--- config.mk ---
export PLATFORM = sky130hd
export DESIGN_NAME = fetch_sequencer
export DESIGN_NICKNAME = d
export VERILOG_FILES = /design/src/rtl/fetch_sequencer.sv
export SDC_FILE = /design/constraint.sdc
export NUM_CORES = 1
export LEC_CHECK = 0
export ABC_AREA = 1
export BUFFER_PORTS_ARGS = -buffer_cell sky130_fd_sc_hd__buf_2
export CAP_MARGIN = 20
export CORE_ASPECT_RATIO = 1.2
export CORE_UTILIZATION = 35
export DETAILED_ROUTE_END_ITERATION = 8
export PLACE_DENSITY = 0.69
export SLEW_MARGIN = 20
export SYNTH_ARGS = -nofsm -noshare
export SYNTH_HDL_FRONTEND = slang
export SYNTH_SLANG_ARGS = --single-unit
--- constraint.sdc ---
create_clock -name clock -period 2.75 [get_ports clock]
set_clock_uncertainty 0.15 [all_clocks]
set_input_delay 0.4125 -clock clock [delete_from_list [all_inputs] [get_ports clock]]
set_output_delay 0.4125 -clock clock [all_outputs]
set_load 0.05 [all_outputs]
--- src/rtl/fetch_sequencer.sv ---
// Program-counter sequencer and fetch controller for a word-indexed instruction memory
// with a one-cycle registered read. Delivers instructions with their byte PC to decode.
module fetch_sequencer #(
   parameter int DEPTH = 32,
   parameter int CNT_W = 16
) (
   input  logic             clock,
   input  logic             reset,
   output logic [31:0]      mem_addr,
   input  logic [31:0]      mem_instr,
   input  logic             stall,
   input  logic             redirect_valid,
   input  logic [31:0]      redirect_pc,
   output logic             if_valid,
   output logic [31:0]      if_pc,
   output logic [31:0]      if_instr,
   output logic             halted,
   output logic             error,
   output logic [CNT_W-1:0] fetch_count
);

   localparam logic [1:0] BOOT = 2'd0;
   localparam logic [1:0] RUN  = 2'd1;
   localparam logic [1:0] HALT = 2'd2;

   localparam logic [31:0] DEPTH_W = 32'(DEPTH);

   logic [1:0]       state_reg, state_next;
   logic [31:0]      resp_pc_reg, resp_pc_next;
   logic             resp_valid_reg, resp_valid_next;
   logic             error_reg, error_next;
   logic [CNT_W-1:0] fetch_count_reg, fetch_count_next;

   logic [31:0] resp_idx;
   logic [31:0] next_idx;
   logic [31:0] redirect_idx;
   logic        redirect_bad;
   logic        zero_word;

   assign resp_idx     = {2'b00, resp_pc_reg[31:2]};
   assign next_idx     = resp_idx + 32'd1;
   assign redirect_idx = {2'b00, redirect_pc[31:2]};
   assign redirect_bad = (redirect_pc[1:0] != 2'b00) || (redirect_idx >= DEPTH_W);
   assign zero_word    = resp_valid_reg && (mem_instr == 32'd0);

   always_comb begin
      state_next       = state_reg;
      resp_pc_next     = resp_pc_reg;
      resp_valid_next  = resp_valid_reg;
      error_next       = error_reg;
      fetch_count_next = fetch_count_reg;
      // Default re-presents the current word so mem_instr stays stable (stall, halt).
      mem_addr         = resp_idx;

      case (state_reg)
         BOOT: begin
            mem_addr        = 32'd0;
            state_next      = RUN;
            resp_pc_next    = 32'd0;
            resp_valid_next = 1'b1;
         end
         RUN: begin
            if (redirect_valid) begin
               if (redirect_bad) begin
                  state_next      = HALT;
                  error_next      = 1'b1;
                  resp_valid_next = 1'b0;
               end else begin
                  mem_addr        = redirect_idx;
                  resp_pc_next    = redirect_pc;
                  resp_valid_next = 1'b1;
               end
            end else if (zero_word) begin
               state_next = HALT;
            end else if (!stall) begin
               if (resp_valid_reg) begin
                  if (fetch_count_reg != {CNT_W{1'b1}})
                     fetch_count_next = fetch_count_reg + CNT_W'(1);
                  // No wrap-around: running off the end of memory halts cleanly.
                  if (next_idx >= DEPTH_W) begin
                     state_next = HALT;
                  end else begin
                     mem_addr     = next_idx;
                     resp_pc_next = resp_pc_reg + 32'd4;
                  end
               end else begin
                  resp_valid_next = 1'b1;
               end
            end
         end
         default: begin
         end
      endcase

      if (reset)
         mem_addr = 32'd0;
   end

   always_ff @(posedge clock) begin
      if (reset) begin
         state_reg       <= BOOT;
         resp_pc_reg     <= 32'd0;
         resp_valid_reg  <= 1'b0;
         error_reg       <= 1'b0;
         fetch_count_reg <= '0;
      end else begin
         state_reg       <= state_next;
         resp_pc_reg     <= resp_pc_next;
         resp_valid_reg  <= resp_valid_next;
         error_reg       <= error_next;
         fetch_count_reg <= fetch_count_next;
      end
   end

   assign if_valid    = !reset && (state_reg == RUN) && resp_valid_reg && (mem_instr != 32'd0);
   assign if_pc       = reset ? 32'd0 : resp_pc_reg;
   assign if_instr    = mem_instr;
   assign halted      = (state_reg == HALT);
   assign error       = error_reg;
   assign fetch_count = fetch_count_reg;

endmodule

* Word level (Yosys, flattened, before mapping) *
Cells that the tools add are included.

word-level totals
  register bits = 52
  input port bits = 68
  output and inout bits = 115
  word-level logic and storage cells = 69

operators by class
  add/subtract/negate cells = 3
  order comparisons = 2
  equal/unequal tests = 12
  mux-type cells = 28
  bitwise gates (word level) = 3
  reduce and logical (&&, ||, !) cells = 16

operators by type and width
  kind                                                                    number
  32-bit 2-to-1 mux                                                       9
  32-bit one-hot mux with 2 select lines                                  2
  31-bit 2-to-1 mux                                                       4
  32-bit by 3-bit adder with 32-bit output, second input constant         1
  32-bit logical NOT                                                      1
  32-bit nonzero test                                                     1
  30-bit by 1-bit adder with 31-bit output, second input constant         1
  31-bit by 6-bit >= comparator with 1-bit output, second input constant  1
  30-bit by 6-bit >= comparator with 1-bit output, second input constant  1
  30-bit 2-to-1 mux                                                       1
  3-bit inequality test, second input constant                            6
  16-bit by 1-bit adder with 16-bit output, second input constant         1
  16-bit inequality test, second input constant                           1
  2-bit 2-to-1 mux                                                        6
  4-bit inequality test, second input constant                            3
  6-bit AND reduction                                                     2
  3-bit AND reduction                                                     2
  5-bit AND reduction                                                     1
  1-bit logical AND                                                       4
  1-bit 2-to-1 mux                                                        4
  2-bit one-hot mux with 2 select lines                                   1
  2-bit nonzero test                                                      2
  1-bit NOT                                                               3
  2-bit by 1-bit == test with 1-bit output, second input constant         1
  other kinds (5)                                                         5

* Logic depth before layout (Yosys ltp) *
Gate-level depths: netlist of the first run.

  depth in word-level cells = 9
  gate-level depth with buffers = 17
  mapped depth without buffers = 17

* Worst setup path before layout of the first run *
No wires, ideal clock.

  path type = reg-to-output
  from = reg resp_pc_reg[2]
  to = out mem_addr[1]
  data arrival time = 2.875 ns
  required time = 2.188 ns
  path slack = -0.687 ns
  stages on the path, launching flop included = 17
  path buffers = 1
  cell sequence = dfxtp_1 ha_1 nand3_2 nor2_2 inv_1 nor2_2 nand2_1 nand2_1 nand2_1 nor2_1 nand2_1 nor2_1 nand3_1 nand2_1 nand2_2 clkbuf_1 o21ai_0

on the way
  longest elaborated chain between the ends = 9

RTL lines
  what                                             RTL line  RTL
  from (decl)                                      29        logic [31:0] resp_pc_reg, resp_pc_next;
  from (signal assigned)                           108       resp_pc_reg <= resp_pc_next;
  30-bit by 1-bit adder with 31-bit output *       41        assign next_idx = resp_idx + 32'd1;
  31-bit by 6-bit >= comparator with 1-bit output  80        if (next_idx >= DEPTH_W) begin
  31-bit 2-to-1 mux *                              80
  31-bit 2-to-1 mux *                              76        if (resp_valid_reg) begin
  31-bit 2-to-1 mux *                              75        end else if (!stall) begin
  31-bit 2-to-1 mux *                              73        end else if (zero_word) begin
  32-bit 2-to-1 mux *                              63        if (redirect_valid) begin
  32-bit one-hot mux with 2 select lines *         55        case (state_reg)
  32-bit 2-to-1 mux *                              95        if (reset)
  to (decl)                                        9         output logic [31:0] mem_addr,

Mark *: on every way between the ends. The rest lies on a longest branch, timed or not.

* Worst setup path after layout of the first run *
  from = reg resp_pc_reg[7]
  to = out mem_addr[2]

on the way
  longest elaborated chain between the ends = 9

RTL lines
  what                                             RTL line
  30-bit by 1-bit adder with 31-bit output         41
  31-bit by 6-bit >= comparator with 1-bit output  80
  31-bit 2-to-1 mux                                80
  31-bit 2-to-1 mux                                76
  31-bit 2-to-1 mux                                75
  31-bit 2-to-1 mux                                73
  32-bit 2-to-1 mux                                63
  32-bit one-hot mux with 2 select lines           55
  32-bit 2-to-1 mux                                95

No other way between the ends.

==> impl_results.rst, run 1 <==
.. list-table::
   :header-rows: 1

   * - Metric
     - Value
   * - Total of fill cells in the finished design
     - between 900 and 1000
   * - Horizontal extent of the die
     - about 98 um
   * - CP Class
     - reg -> out
   * - Initial cell density of the core
     - 0.365
   * - Area taken by flip-flops and latches
     - approximately 1100 um^2
   * - Count of state elements after synthesis
     - 52
   * - Failing checks
     - design-rule violations, negative setup slack
   * - Pwr dens
     - about 680 nW/um^2
   * - Register clock-pin slew on the reported worst setup and hold paths
     - about 0.07 ns
   * - Number of optimization iterations in the first detailed-route pass
     - 9
   * - DRC violation count after routing
     - 5
   * - Most used flip-flop cell after synthesis
     - sky130_fd_sc_hd__dfxtp_1
   * - Clock insertion delay at the later pin of the skew report
     - about 0.29 ns
   * - Number of enable flip-flop cells after synthesis
     - 0
   * - Power share of the clock group
     - 0.160
   * - Library cells used by synthesis
     - 34
   * - Worst slack, placed
     - -0.260 ns
   * - # setup viols final
     - 40
   * - Wire length of the first global-routing pass
     - 23.1 mm
   * - Hold_sp
     - reset
   * - Clock tree from TritonCTS
     - built
   * - Period Utilization, post-route
     - 1.20
   * - Final Util
     - 0.619
   * - Number of buffers added on ports
     - 180
   * - Top cell by count, worst path
     - sky130_fd_sc_hd__nand2_2
   * - Antenna violation net count after detailed routing
     - 0
   * - Final worst hold slack
     - between 0.2 and 0.25 ns
   * - Final HPWL DP
     - ~11 mm
   * - Required time reported for the critical path endpoint
     - around 2.2 ns
   * - Ys Warns
     - 0
   * - Start of the worst register-to-register path
     - resp_pc_reg[7]$_SDFFE_PP0P_
   * - Remaining global-route overflow
     - 0
   * - TritonCTS Sinks
     - 52
   * - Most area-consuming cells after synthesis
     - sky130_fd_sc_hd__dfxtp_1 (27%), sky130_fd_sc_hd__nand2_1 (18%), sky130_fd_sc_hd__nor2_1 (16%)
   * - Via count of the first global-routing pass
     - approximately 5000
   * - Library cell with the largest summed area after synthesis
     - sky130_fd_sc_hd__dfxtp_1
   * - DRT iter0 DRCs
     - ~290
   * - CTS buffer count
     - 5
   * - Floorplan Core Area
     - between 10000 and 15000 um^2
   * - Slowest cell on crit path
     - sky130_fd_sc_hd__dfxtp_2
   * - GRT Overall Usage
     - 0.245
   * - Flip-flop count of the largest register after layout
     - 32
   * - Switching pwr
     - around 2.0 mW
   * - Area of the mapped netlist
     - 3890 um^2
   * - Leak pwr
     - between 3 and 4 nW
   * - Final-stage net count
     - approximately 990
   * - Run status
     - finished, violations left
   * - Endpoint kind of the worst setup timing path
     - output pin
   * - CTS HTree Levels
     - 2
   * - Final wirelength
     - 14.8 mm
   * - Count of final max-slew check failures
     - 0
   * - Max VDD drop
     - ~0.42 mV
   * - IO Count
     - roughly 180
   * - Post-synthesis sequential area ratio
     - 0.268
   * - Share of the synthesized area in the top cell type
     - 0.268
   * - Setup repair after global routing missed its margin
     - yes
   * - Max cap viols
     - 0
   * - Max Fanout on Critical Path
     - 7
   * - CP max stage delay
     - between 0.3 and 0.4 ns
   * - Area growth from synthesis to final layout
     - 69.8%
   * - Number of buffers on the longest clock path
     - 2
   * - Minimum clock period after layout
     - 3.30 ns
   * - Share of final-layout standard cells stronger than drive strength 1
     - 0.452
   * - Average instance area after synthesis
     - about 5.8 um^2
   * - Via count of the routed design
     - slightly above 5000
   * - Arrival @ worst endpoint
     - 2.74 ns
   * - Setup slack after layout
     - -0.549 ns
   * - Comb pwr share
     - 0.629
   * - Average wire length per cell after detail routing
     - 14.0 um
   * - Average vias per placed instance
     - ~4.9
   * - Actual slew at the worst max-slew pin
     - roughly 0.60 ns
   * - Design Area, Final
     - between 6000 and 7000 um^2
   * - Row cnt
     - around 40
   * - Largest net degree at the start of global routing
     - 43
   * - Total inserted antenna cells
     - 0
   * - Cell count after synthesis
     - between 600 and 700
   * - Critical Path Start Type
     - flop
   * - Cts-stage hold buffer count
     - 0
   * - Max Clock Freq
     - a little over 0.3 GHz
   * - RD Place Congestion
     - between 0.9 and 1
   * - Internal Dissipation
     - ~2.5 mW
   * - Largest delay share family, worst path
     - simple AND/OR/NAND/NOR gates
   * - Buffer and inverter count on the worst path
     - 4
   * - Die area
     - 11500 um^2
   * - Cell Area, Placed
     - approximately 5500 um^2
   * - Critical Path Source
     - resp_pc_reg[7]$_SDFFE_PP0P_
   * - Root Buffer
     - sky130_fd_sc_hd__clkbuf_16
   * - Classification of the worst-slack hold path
     - in -> reg
   * - Switching fraction of total power
     - 0.451
   * - Relative slew margins
     - 0.601
   * - Leading cell types by count after synthesis
     - sky130_fd_sc_hd__nand2_1 (185), sky130_fd_sc_hd__nor2_1 (163), sky130_fd_sc_hd__inv_1 (64)
   * - Share of flip-flops with an asynchronous set or reset
     - 0
   * - Most numerous cell in the Yosys netlist
     - sky130_fd_sc_hd__nand2_1
   * - Critical Path, Cell by Cell
     - nand2_2 -> nor2_4 -> buf_4 -> nand2_8 -> xor2_1 -> nand2_1 -> nor2_1 -> nand3_1 -> nor2_1 -> nand3_1 -> nand2_2 -> nand2_4 -> buf_12 -> buf_12 -> nand2_2 -> o21ai_4 -> buf_6
   * - Initial antenna violation count
     - 0
   * - DIE HEIGHT
     - between 100 and 150 um
   * - Hold violation count in the final report
     - 0
   * - Total power consumption of the routed design
     - ~4.5 mW
   * - Area of the multi-input gates
     - around 2800 um^2
   * - Fraction of power consumed by sequential logic
     - 0.212
[cells by family after synthesis]
| logic type | Yosys count | synth area share |
|---|---|---|
| flip-flops | 52 | 0.268 |
| buffers and inverters | 120 | 0.154 |
| adder cells (fa/ha/maj) | 2 | 0.00643 |
| XOR/XNOR | 12 | 0.0270 |
| other | 1 | 0.000964 |
| AND/OR/NAND/NOR | 423 | 0.447 |
| AO/OA/AOI/OAI | 65 | 0.0971 |
[per-layer routing]
layer,GRT usage,part of all wire,vias up,wire (um)
met2,0.430,0.49,202,7190
met5,0,0,-,0
met1,0.309,0.42,2296,6250
met4,0.0774,0.025,0,365
li1,-,-,2575,-
met3,0.0315,0.065,31,959
[power groups by stage]
stage,clock network [mW],logic [mW],registers (mW)
2_1_floorplan,0,1.37,0.948
3_3_place_gp,0,1.98,0.945
3_5_place_dp,0,1.98,0.947
4_1_cts,0.736,2.44,0.944
5_1_grt,0.766,2.97,0.966
6_report,0.719,2.83,0.953
[per-stage QoR]
stage	std cells	TNS, ns
floorplan	676	-0.157
global placement	1021	-6.94
detailed placement	1021	-7.09
CTS	1041	-11.90
global route	1052	-25.06
finish	1052	-17.34
[area by class of cell]
class,instances,area share
clock buffer,5,0.0189
multi-input combinational,504,0.427
tap,129,0.0244
inverter,68,0.0402
timing repair buffer,291,0.320
clock inverter,3,0.00644
sequential,52,0.163
[final timing paths]
path	to	slack (ns)	depth (start not counted)
worst max register to register	resp_pc_reg[7]$_SDFFE_PP0P_	-0.20	19
worst max-delay path	mem_addr[2]	-0.55	17
worst min-delay path	state_reg[1]$_SDFFE_PP0P_	0.24	2
worst min register to register	resp_pc_reg[1]$_SDFFE_PP0P_	0.30	2
[what timing repair did]
action                                  CTS  global route
setup buffers                            11             8
gates resized for setup                 129            60
pin swaps                                 5            22
endpoints found under the setup margin   31            54
cloned                                    1             3
[layout by cell type, fill, tap and decap left out, types with 2 or more instances in the layout]
cell type	Yosys	layout
sky130_fd_sc_hd__buf_4	34	98
sky130_fd_sc_hd__o21ai_4	0	4
sky130_fd_sc_hd__inv_1	64	63
sky130_fd_sc_hd__clkinv_1	2	2
sky130_fd_sc_hd__nor3_1	13	13
sky130_fd_sc_hd__nand4_1	10	10
sky130_fd_sc_hd__xor2_1	8	8
sky130_fd_sc_hd__buf_8	0	3
sky130_fd_sc_hd__xnor2_1	4	4
sky130_fd_sc_hd__buf_12	0	8
sky130_fd_sc_hd__dfxtp_2	0	13
sky130_fd_sc_hd__nand2_2	2	13
sky130_fd_sc_hd__buf_2	4	149
sky130_fd_sc_hd__a21oi_4	0	11
sky130_fd_sc_hd__clkbuf_16	0	8
sky130_fd_sc_hd__a21oi_1	30	29
sky130_fd_sc_hd__nor2_2	4	20
sky130_fd_sc_hd__buf_6	2	29
sky130_fd_sc_hd__nand2_8	0	3
sky130_fd_sc_hd__nand2_4	1	17
sky130_fd_sc_hd__o211ai_1	4	4
sky130_fd_sc_hd__nor4_1	5	4
sky130_fd_sc_hd__nor2_4	1	21
sky130_fd_sc_hd__dfxtp_4	0	5
sky130_fd_sc_hd__dfxtp_1	52	34
sky130_fd_sc_hd__nor3b_1	2	2
sky130_fd_sc_hd__nand3_4	0	2
sky130_fd_sc_hd__nand2_1	185	155
sky130_fd_sc_hd__nand3_2	2	2
sky130_fd_sc_hd__conb_1	1	2
sky130_fd_sc_hd__nor2_1	163	127
sky130_fd_sc_hd__o21ai_1	3	3
sky130_fd_sc_hd__and2_1	2	2
sky130_fd_sc_hd__nand3_1	32	30
sky130_fd_sc_hd__o21ai_0	16	11
(Power assumes the default switching activity.)
==> inputs of run 2 (changes only) <==
==> constraint.sdc (replaced) <==
create_clock -name clock -period 2.75 [get_ports clock]
set_clock_uncertainty 0.15 [all_clocks]
set_input_delay 0.6875 -clock clock [delete_from_list [all_inputs] [get_ports clock]]
set_output_delay 0.6875 -clock clock [all_outputs]
set_load 0.05 [all_outputs]
==> impl_results.rst, run 2 (synthesis gave the netlist of run 1 again) <==
.. list-table::
   :header-rows: 1

   * - Metric
     - Value
   * - Setup slack after layout
     - -0.835 ns (-0.286 ns)
   * - DIE HEIGHT
     - 118 um (unchanged)
   * - Period Utilization, post-route
     - 1.30 (+0.104)
   * - Share of final-layout standard cells stronger than drive strength 1
     - 0.496 (+0.0445)
   * - Arrival @ worst endpoint
     - 2.75 ns (about the same)
   * - TritonCTS Sinks
     - 52 (unchanged)
   * - Final wirelength
     - 14.2 mm (-4.1%)
   * - RD Place Congestion
     - 0.945 (+1.8%)
   * - Setup repair after global routing missed its margin
     - yes
   * - Via count of the routed design
     - 5110 (+0.12%)
   * - Area growth from synthesis to final layout
     - 74.3%
   * - CTS HTree Levels
     - 2 (unchanged)
   * - Actual slew at the worst max-slew pin
     - 0.629 ns (+0.0296 ns)
   * - Minimum clock period after layout
     - 3.58 ns (+0.286 ns)
   * - Root Buffer
     - sky130_fd_sc_hd__clkbuf_16
   * - Max VDD drop
     - 0.436 mV (+2.9%)
   * - Initial cell density of the core
     - 0.365 (unchanged)
   * - Number of buffers added on ports
     - 180 (unchanged)
   * - Floorplan Core Area
     - 10700 um^2 (unchanged)
   * - IO Count
     - 183 (unchanged)
   * - Total of fill cells in the finished design
     - 967 (-0.51%)
   * - Antenna violation net count after detailed routing
     - 0 (unchanged)
   * - Total inserted antenna cells
     - 0 (unchanged)
   * - Leading cell type in the layout, fill and taps excluded
     - sky130_fd_sc_hd__nand2_1
   * - Average vias per placed instance
     - 4.79 (-1.2%)
   * - Clock insertion delay at the later pin of the skew report
     - 0.30 ns (about the same)
   * - Max cap viols
     - 0 (unchanged)
   * - Final HPWL DP
     - 10.4 mm (-2.9%)
   * - Row cnt
     - 41 (unchanged)
   * - Wire length of the first global-routing pass
     - 22.7 mm (-1.8%)
   * - Cts-stage hold buffer count
     - 0 (unchanged)
   * - Pwr dens
     - 649 nW/um^2 (-4.8%)
   * - Area of the multi-input gates
     - 2930 um^2 (+3.8%)
   * - Largest net degree at the start of global routing
     - 60 (+40%)
   * - Leak pwr
     - 3.12 nW (+1.3%)
   * - Number of placed cells counting well taps
     - 1036 (+1.5%)
   * - Final Util
     - 0.636 (+0.0167)
   * - DRC violation count after routing
     - 7 (+2)
   * - Non-filler cells, final
     - 1066 (+1.3%)
   * - Required time reported for the critical path endpoint
     - 1.91 ns (-0.28 ns)
   * - Average wire length per cell after detail routing
     - 13.3 um (-5.4%)
   * - # setup viols final
     - 30 (-25%)
   * - Remaining global-route overflow
     - 0 (unchanged)
   * - Register clock-pin slew on the reported worst setup and hold paths
     - 0.07 ns (about the same)
   * - Classification of the worst-slack hold path
     - reg -> reg
   * - Endpoint kind of the worst setup timing path
     - output pin
   * - Die area
     - 11500 um^2 (unchanged)
   * - Final-stage net count
     - 1006 (+1.4%)
   * - Failing checks
     - design-rule violations, negative setup slack
   * - Flip-flop count of the largest register after layout
     - 32 (unchanged)
   * - Highest-count cells in the layout ignoring fill and taps
     - sky130_fd_sc_hd__nand2_1 (154), sky130_fd_sc_hd__buf_2 (149), sky130_fd_sc_hd__buf_4 (114)
   * - Run status
     - finished, violations left
   * - Final worst hold slack
     - 0.297 ns (+0.0586 ns)
   * - Hold violation count in the final report
     - 0 (unchanged)
   * - Number of buffers on the longest clock path
     - 2 (unchanged)
   * - GRT Overall Usage
     - 0.242 (-0.00305)
   * - Count of final max-slew check failures
     - 0 (unchanged)
   * - Max Fanout on Critical Path
     - 8 (+1)
   * - Number of optimization iterations in the first detailed-route pass
     - 9 (unchanged)
   * - Max Clock Freq
     - 0.279 GHz (-8.0%)
   * - Critical Path Start Type
     - flop
   * - Clock tree from TritonCTS
     - built
   * - Area taken by flip-flops and latches
     - 1080 um^2 (+0.47%)
   * - Horizontal extent of the die
     - 98.3 um (unchanged)
   * - CP Class
     - reg -> out
   * - CTS buffer count
     - 5 (unchanged)
   * - DRT iter0 DRCs
     - 184 (-35%)
   * - Via count of the first global-routing pass
     - 5003 (+2.6%)
   * - Initial antenna violation count
     - 0 (unchanged)
   * - Relative slew margins
     - 0.577 (-0.0236)
run 2: changes by cell type in the layout (fill, tap and decap cells not counted), sizes merged:
cell,previous run,this run
clkinv,4,3
clkinvlp,1,0
clkbuf,8,5
bufinv,1,0
buf,288,305
inv,65,68
run 2: worst paths after layout:
path	from	endpoint	slack [ns]	cells past startpoint
hold reg to reg	resp_pc_reg[0]$_SDFFE_PP0P_	resp_pc_reg[0]$_SDFFE_PP0P_	0.30	2
hold / removal	resp_pc_reg[0]$_SDFFE_PP0P_	resp_pc_reg[0]$_SDFFE_PP0P_	0.30	2
setup reg to reg	resp_pc_reg[28]$_SDFFE_PP0P_	resp_pc_reg[10]$_SDFFE_PP0P_	0.01	18
setup / recovery	resp_pc_reg[28]$_SDFFE_PP0P_	mem_addr[1]	-0.83	17
run 2: timing repair:
action / in CTS / in global routing
pin swaps: 17 / 15
buffers inserted: 15 / 4
resized for setup: 144 / 44
endpoints found under the setup margin: 30 / 46
gates cloned: 4 / 0
run 2: routing by layer:
layer,global-route usage,vias to the layer above,routed length (um)
met5,0,-,0
li1,-,2608,-
met3,0.0338,39,639
met1,0.264,2282,5520
met2,0.460,181,7530
met4,0.101,0,473
run 2: metrics by stage:
stage	setup TNS, ns	cell area, um^2	power, mW	worst slack (ns)
6_report	-24.08	6780	4.40	-0.835
5_1_grt	-28.78	6780	4.59	-0.968
4_1_cts	-20.60	6620	4.28	-0.717
3_5_place_dp	-15.99	5800	2.96	-0.613
3_3_place_gp	-15.33	5800	2.95	-0.573
2_1_floorplan	-4.95	4290	2.38	-0.216
run 2: layout make-up:
class,count,area share
Clock buffer,5,0.0184
Sequential cell,52,0.159
Clock inverter,3,0.00424
Multi-Input combinational cell,504,0.432
Tap cell,129,0.0238
Inverter,68,0.0382
Timing Repair Buffer,305,0.324
run 2: critical path, stage by stage, from the launching register on:
cell                      delay [ns]
sky130_fd_sc_hd__dfxtp_1        0.44
sky130_fd_sc_hd__nand2_1        0.17
sky130_fd_sc_hd__nor2_1         0.12
sky130_fd_sc_hd__nand2_1        0.07
sky130_fd_sc_hd__nor2_1         0.18
sky130_fd_sc_hd__nand3_1        0.16
sky130_fd_sc_hd__nand2_1        0.12
sky130_fd_sc_hd__inv_1          0.04
sky130_fd_sc_hd__nor2_1         0.08
sky130_fd_sc_hd__nand2_1        0.06
sky130_fd_sc_hd__nor2_1         0.11
sky130_fd_sc_hd__nand3_2        0.14
sky130_fd_sc_hd__nand2_4        0.12
sky130_fd_sc_hd__nand2_8        0.13
sky130_fd_sc_hd__buf_12         0.21
sky130_fd_sc_hd__nand2_2        0.09
sky130_fd_sc_hd__o21ai_4        0.07
sky130_fd_sc_hd__buf_8          0.16
run 2: where the power goes:
part	total (mW)	internal (mW)	switching, mW
Clock	0.679	0.352	0.327
Combinational	2.75	1.11	1.64
Sequential	0.968	0.856	0.112
==> inputs of run 3 (changes only) <==
==> constraint.sdc (replaced) <==
create_clock -name clock -period 2.75 [get_ports clock]
set_clock_uncertainty 0.15 [all_clocks]
set_input_delay 0.6875 -clock clock [delete_from_list [all_inputs] [get_ports clock]]
set_output_delay 0.6875 -clock clock [all_outputs]
set_load 0.1 [all_outputs]
==> impl_results.rst, run 3 (synthesis gave the netlist of run 1 again) <==
.. list-table::
   :header-rows: 1

   * - Metric
     - Value
   * - Leading cell type in the layout, fill and taps excluded
     - sky130_fd_sc_hd__nand2_1
   * - Setup repair after global routing missed its margin
     - yes
   * - Minimum clock period after layout
     - 3.50 ns (-0.0806 ns)
   * - Highest-count cells in the layout ignoring fill and taps
     - sky130_fd_sc_hd__nand2_1 (155), sky130_fd_sc_hd__buf_2 (116), sky130_fd_sc_hd__buf_4 (109)
   * - Register-to-register path setup slack
     - 0.13 ns (+0.12 ns)
   * - Fraction of power consumed by sequential logic
     - 0.191 (-0.029)
   * - CTS buffer count
     - 5 (unchanged)
   * - Horizontal extent of the die
     - 98.3 um (unchanged)
   * - Initial antenna violation count
     - 0 (unchanged)
   * - Flip-flop count of the largest register after layout
     - 32 (unchanged)
   * - Share of final-layout standard cells stronger than drive strength 1
     - 0.495 (-0.00111)
   * - Worst slack, placed
     - -0.535 ns (+0.0780 ns)
   * - Total inserted antenna cells
     - 0 (unchanged)
   * - Depth of the most critical reg-to-reg path
     - 18 (unchanged)
   * - Max Clock Freq
     - 0.285 GHz (+2.3%)
   * - Clock insertion delay at the later pin of the skew report
     - 0.30 ns (about the same)
   * - Failing checks
     - design-rule violations, negative setup slack
   * - Remaining global-route overflow
     - 0 (unchanged)
   * - Classification of the worst-slack hold path
     - reg -> reg
   * - Period Utilization, post-route
     - 1.27 (-0.0293)
   * - Endpoint kind of the worst setup timing path
     - output pin
   * - DRC violation count after routing
     - 1 (-6)
   * - Actual slew at the worst max-slew pin
     - 0.596 ns (-0.0325 ns)
   * - Antenna violation net count after detailed routing
     - 0 (unchanged)
   * - Final-stage net count
     - 998 (-0.80%)
   * - Cts-stage hold buffer count
     - 0 (unchanged)
   * - Comb pwr share
     - 0.673 (+0.047)
   * - IO Count
     - 183 (unchanged)
   * - # setup viols final
     - 30 (unchanged)
   * - Root Buffer
     - sky130_fd_sc_hd__clkbuf_16
   * - Start of the worst register-to-register path
     - resp_pc_reg[3]$_SDFFE_PP0P_
   * - Clock tree from TritonCTS
     - built
   * - Arrival @ worst endpoint
     - 2.67 ns (-0.08 ns)
   * - TritonCTS Sinks
     - 52 (unchanged)
   * - Required time reported for the critical path endpoint
     - 1.91 ns (about the same)
   * - Initial cell density of the core
     - 0.365 (unchanged)
   * - Number of buffers added on ports
     - 180 (unchanged)
   * - Final HPWL DP
     - 11.0 mm (+5.5%)
   * - Max cap viols
     - 0 (unchanged)
   * - Switching fraction of total power
     - 0.518 (+0.0455)
   * - Die area
     - 11500 um^2 (unchanged)
   * - Critical Path Start Type
     - flop
   * - Switching pwr
     - 2.64 mW (+27%)
   * - Number of buffers on the longest clock path
     - 2 (unchanged)
   * - Register clock-pin slew on the reported worst setup and hold paths
     - 0.08 ns (about the same)
   * - Row cnt
     - 41 (unchanged)
   * - Wire length of the first global-routing pass
     - 23.2 mm (+2.4%)
   * - DIE HEIGHT
     - 118 um (unchanged)
   * - Number of optimization iterations in the first detailed-route pass
     - 9 (unchanged)
   * - Floorplan Core Area
     - 10700 um^2 (unchanged)
   * - RD Place Congestion
     - 0.926 (-2.0%)
   * - Max Fanout on Critical Path
     - 7 (-1)
   * - Total power consumption of the routed design
     - 5.09 mW (+16%)
   * - Setup_tns
     - -21.90 ns (+2.18 ns)
   * - Setup slack after layout
     - -0.754 ns (+0.0806 ns)
   * - Average wire length per cell after detail routing
     - 13.1 um (-1.2%)
   * - GRT Overall Usage
     - 0.245 (+0.00295)
   * - Power share of the clock group
     - 0.135 (-0.019)
   * - Pwr dens
     - 677 nW/um^2 (+4.4%)
   * - Capture point of the worst reg-to-reg path
     - resp_pc_reg[7]$_SDFFE_PP0P_
   * - Run status
     - finished, violations left
   * - Max VDD drop
     - 0.523 mV (+20%)
   * - Area growth from synthesis to final layout
     - 93.2%
   * - Largest net degree at the start of global routing
     - 35 (-42%)
   * - Count of final max-slew check failures
     - 0 (unchanged)
   * - Leak pwr
     - 3.15 nW (+1.0%)
   * - Via count of the routed design
     - 5061 (-0.96%)
   * - DRT iter0 DRCs
     - 232 (+26%)
   * - Critical Path Source
     - resp_pc_reg[3]$_SDFFE_PP0P_
   * - Relative slew margins
     - 0.603 (+0.0256)
   * - Hold violation count in the final report
     - 0 (unchanged)
   * - Average vias per placed instance
     - 4.78 (-0.21%)
   * - CP Class
     - reg -> out
   * - Via count of the first global-routing pass
     - 5044 (+0.82%)
   * - Final wirelength
     - 13.9 mm (-1.9%)
   * - Internal Dissipation
     - 2.45 mW (+5.7%)
   * - CTS HTree Levels
     - 2 (unchanged)
   * - Capture point of the worst path
     - mem_addr[22]
run 3: changes by cell type in the layout (fill, tap and decap cells not counted), moves of 4 or more:
cell / previous run / this run
sky130_fd_sc_hd__buf_12: 4 / 67
sky130_fd_sc_hd__buf_2: 149 / 116
sky130_fd_sc_hd__nor2_4: 25 / 54
sky130_fd_sc_hd__nor2_2: 44 / 17
sky130_fd_sc_hd__buf_6: 27 / 1
sky130_fd_sc_hd__dfxtp_2: 14 / 20
sky130_fd_sc_hd__nand2_2: 15 / 21
sky130_fd_sc_hd__nand2_4: 15 / 9
sky130_fd_sc_hd__buf_4: 114 / 109
sky130_fd_sc_hd__buf_8: 7 / 2
sky130_fd_sc_hd__dfxtp_4: 6 / 2
run 3: metal layers:
layer / vias up / GRT usage / routed length (um) / part of all wire
met4: 0 / 0.0830 / 397 / 0.029
met3: 33 / 0.0356 / 663 / 0.048
met5: - / 0 / 0 / 0
met1: 2283 / 0.284 / 5660 / 0.41
met2: 166 / 0.453 / 7160 / 0.52
li1: 2579 / - / - / -
run 3: final cells by class:
type	count	area [um^2]
clock buffer	5	125
clock inverter	3	28.8
fill	828	3150
inverter	68	259
multi-input combinational	504	3030
sequential	52	1070
tap	129	161
timing repair buffer	297	2840
run 3: worst min-delay path by stage:
stage / from / to / slack (ns) / depth (start not counted)
6_report: fetch_count[3]$_SDFFE_PP0P_ / fetch_count[3]$_SDFFE_PP0P_ / 0.34 / 2
5_1_grt: error$_SDFFE_PP0P_ / error$_SDFFE_PP0P_ / 0.36 / 1
4_1_cts: error$_SDFFE_PP0P_ / error$_SDFFE_PP0P_ / 0.33 / 1
3_5_place_dp: error$_SDFFE_PP0P_ / error$_SDFFE_PP0P_ / 0.31 / 1
3_3_place_gp: error$_SDFFE_PP0P_ / error$_SDFFE_PP0P_ / 0.30 / 1
2_1_floorplan: resp_pc_reg[0]$_SDFFE_PP0P_ / resp_pc_reg[0]$_SDFFE_PP0P_ / 0.33 / 2
run 3: what timing repair did:
item	4_1_cts	5_1_grt
gates cloned	2	0
endpoints found under the hold margin	0	0
endpoints found under the setup margin	30	39
setup buffers	7	0
gates resized for setup	79	19
pin swaps	8	4
run 3: worst max-delay path: stages, from the launching register on:
cell	delay [ns]
sky130_fd_sc_hd__dfxtp_4	0.37
sky130_fd_sc_hd__ha_4	0.14
sky130_fd_sc_hd__nand3_4	0.13
sky130_fd_sc_hd__nor2_4	0.17
sky130_fd_sc_hd__inv_2	0.07
sky130_fd_sc_hd__nor2_4	0.14
sky130_fd_sc_hd__nand2_1	0.06
sky130_fd_sc_hd__nand2_1	0.06
sky130_fd_sc_hd__nand2_1	0.05
sky130_fd_sc_hd__nor2_1	0.10
sky130_fd_sc_hd__nand2_1	0.09
sky130_fd_sc_hd__nor2_2	0.10
sky130_fd_sc_hd__nand3_2	0.12
sky130_fd_sc_hd__nand2_4	0.11
sky130_fd_sc_hd__nand2_8	0.11
sky130_fd_sc_hd__buf_12	0.20
sky130_fd_sc_hd__a21oi_4	0.15
sky130_fd_sc_hd__buf_12	0.19
run 3: power by group through the flow:
stage	registers, mW	logic (mW)	clock network [mW]
6_report	0.973	3.43	0.689
5_1_grt	0.986	3.58	0.726
4_1_cts	0.961	3.37	0.691
3_5_place_dp	0.963	3.04	0
3_3_place_gp	0.965	3.01	0
2_1_floorplan	0.963	2.03	0
run 3: metrics by stage:
stage               utilization  std cells  hold WS [ns]  area [um^2]
finish                    0.705       1058         0.337         7520
global route              0.705       1058         0.356         7520
CTS                       0.696       1058         0.334         7430
detailed placement        0.652       1041         0.305         6960
global placement          0.652       1041         0.295         6960
floorplan                     -        676         0.334         4490
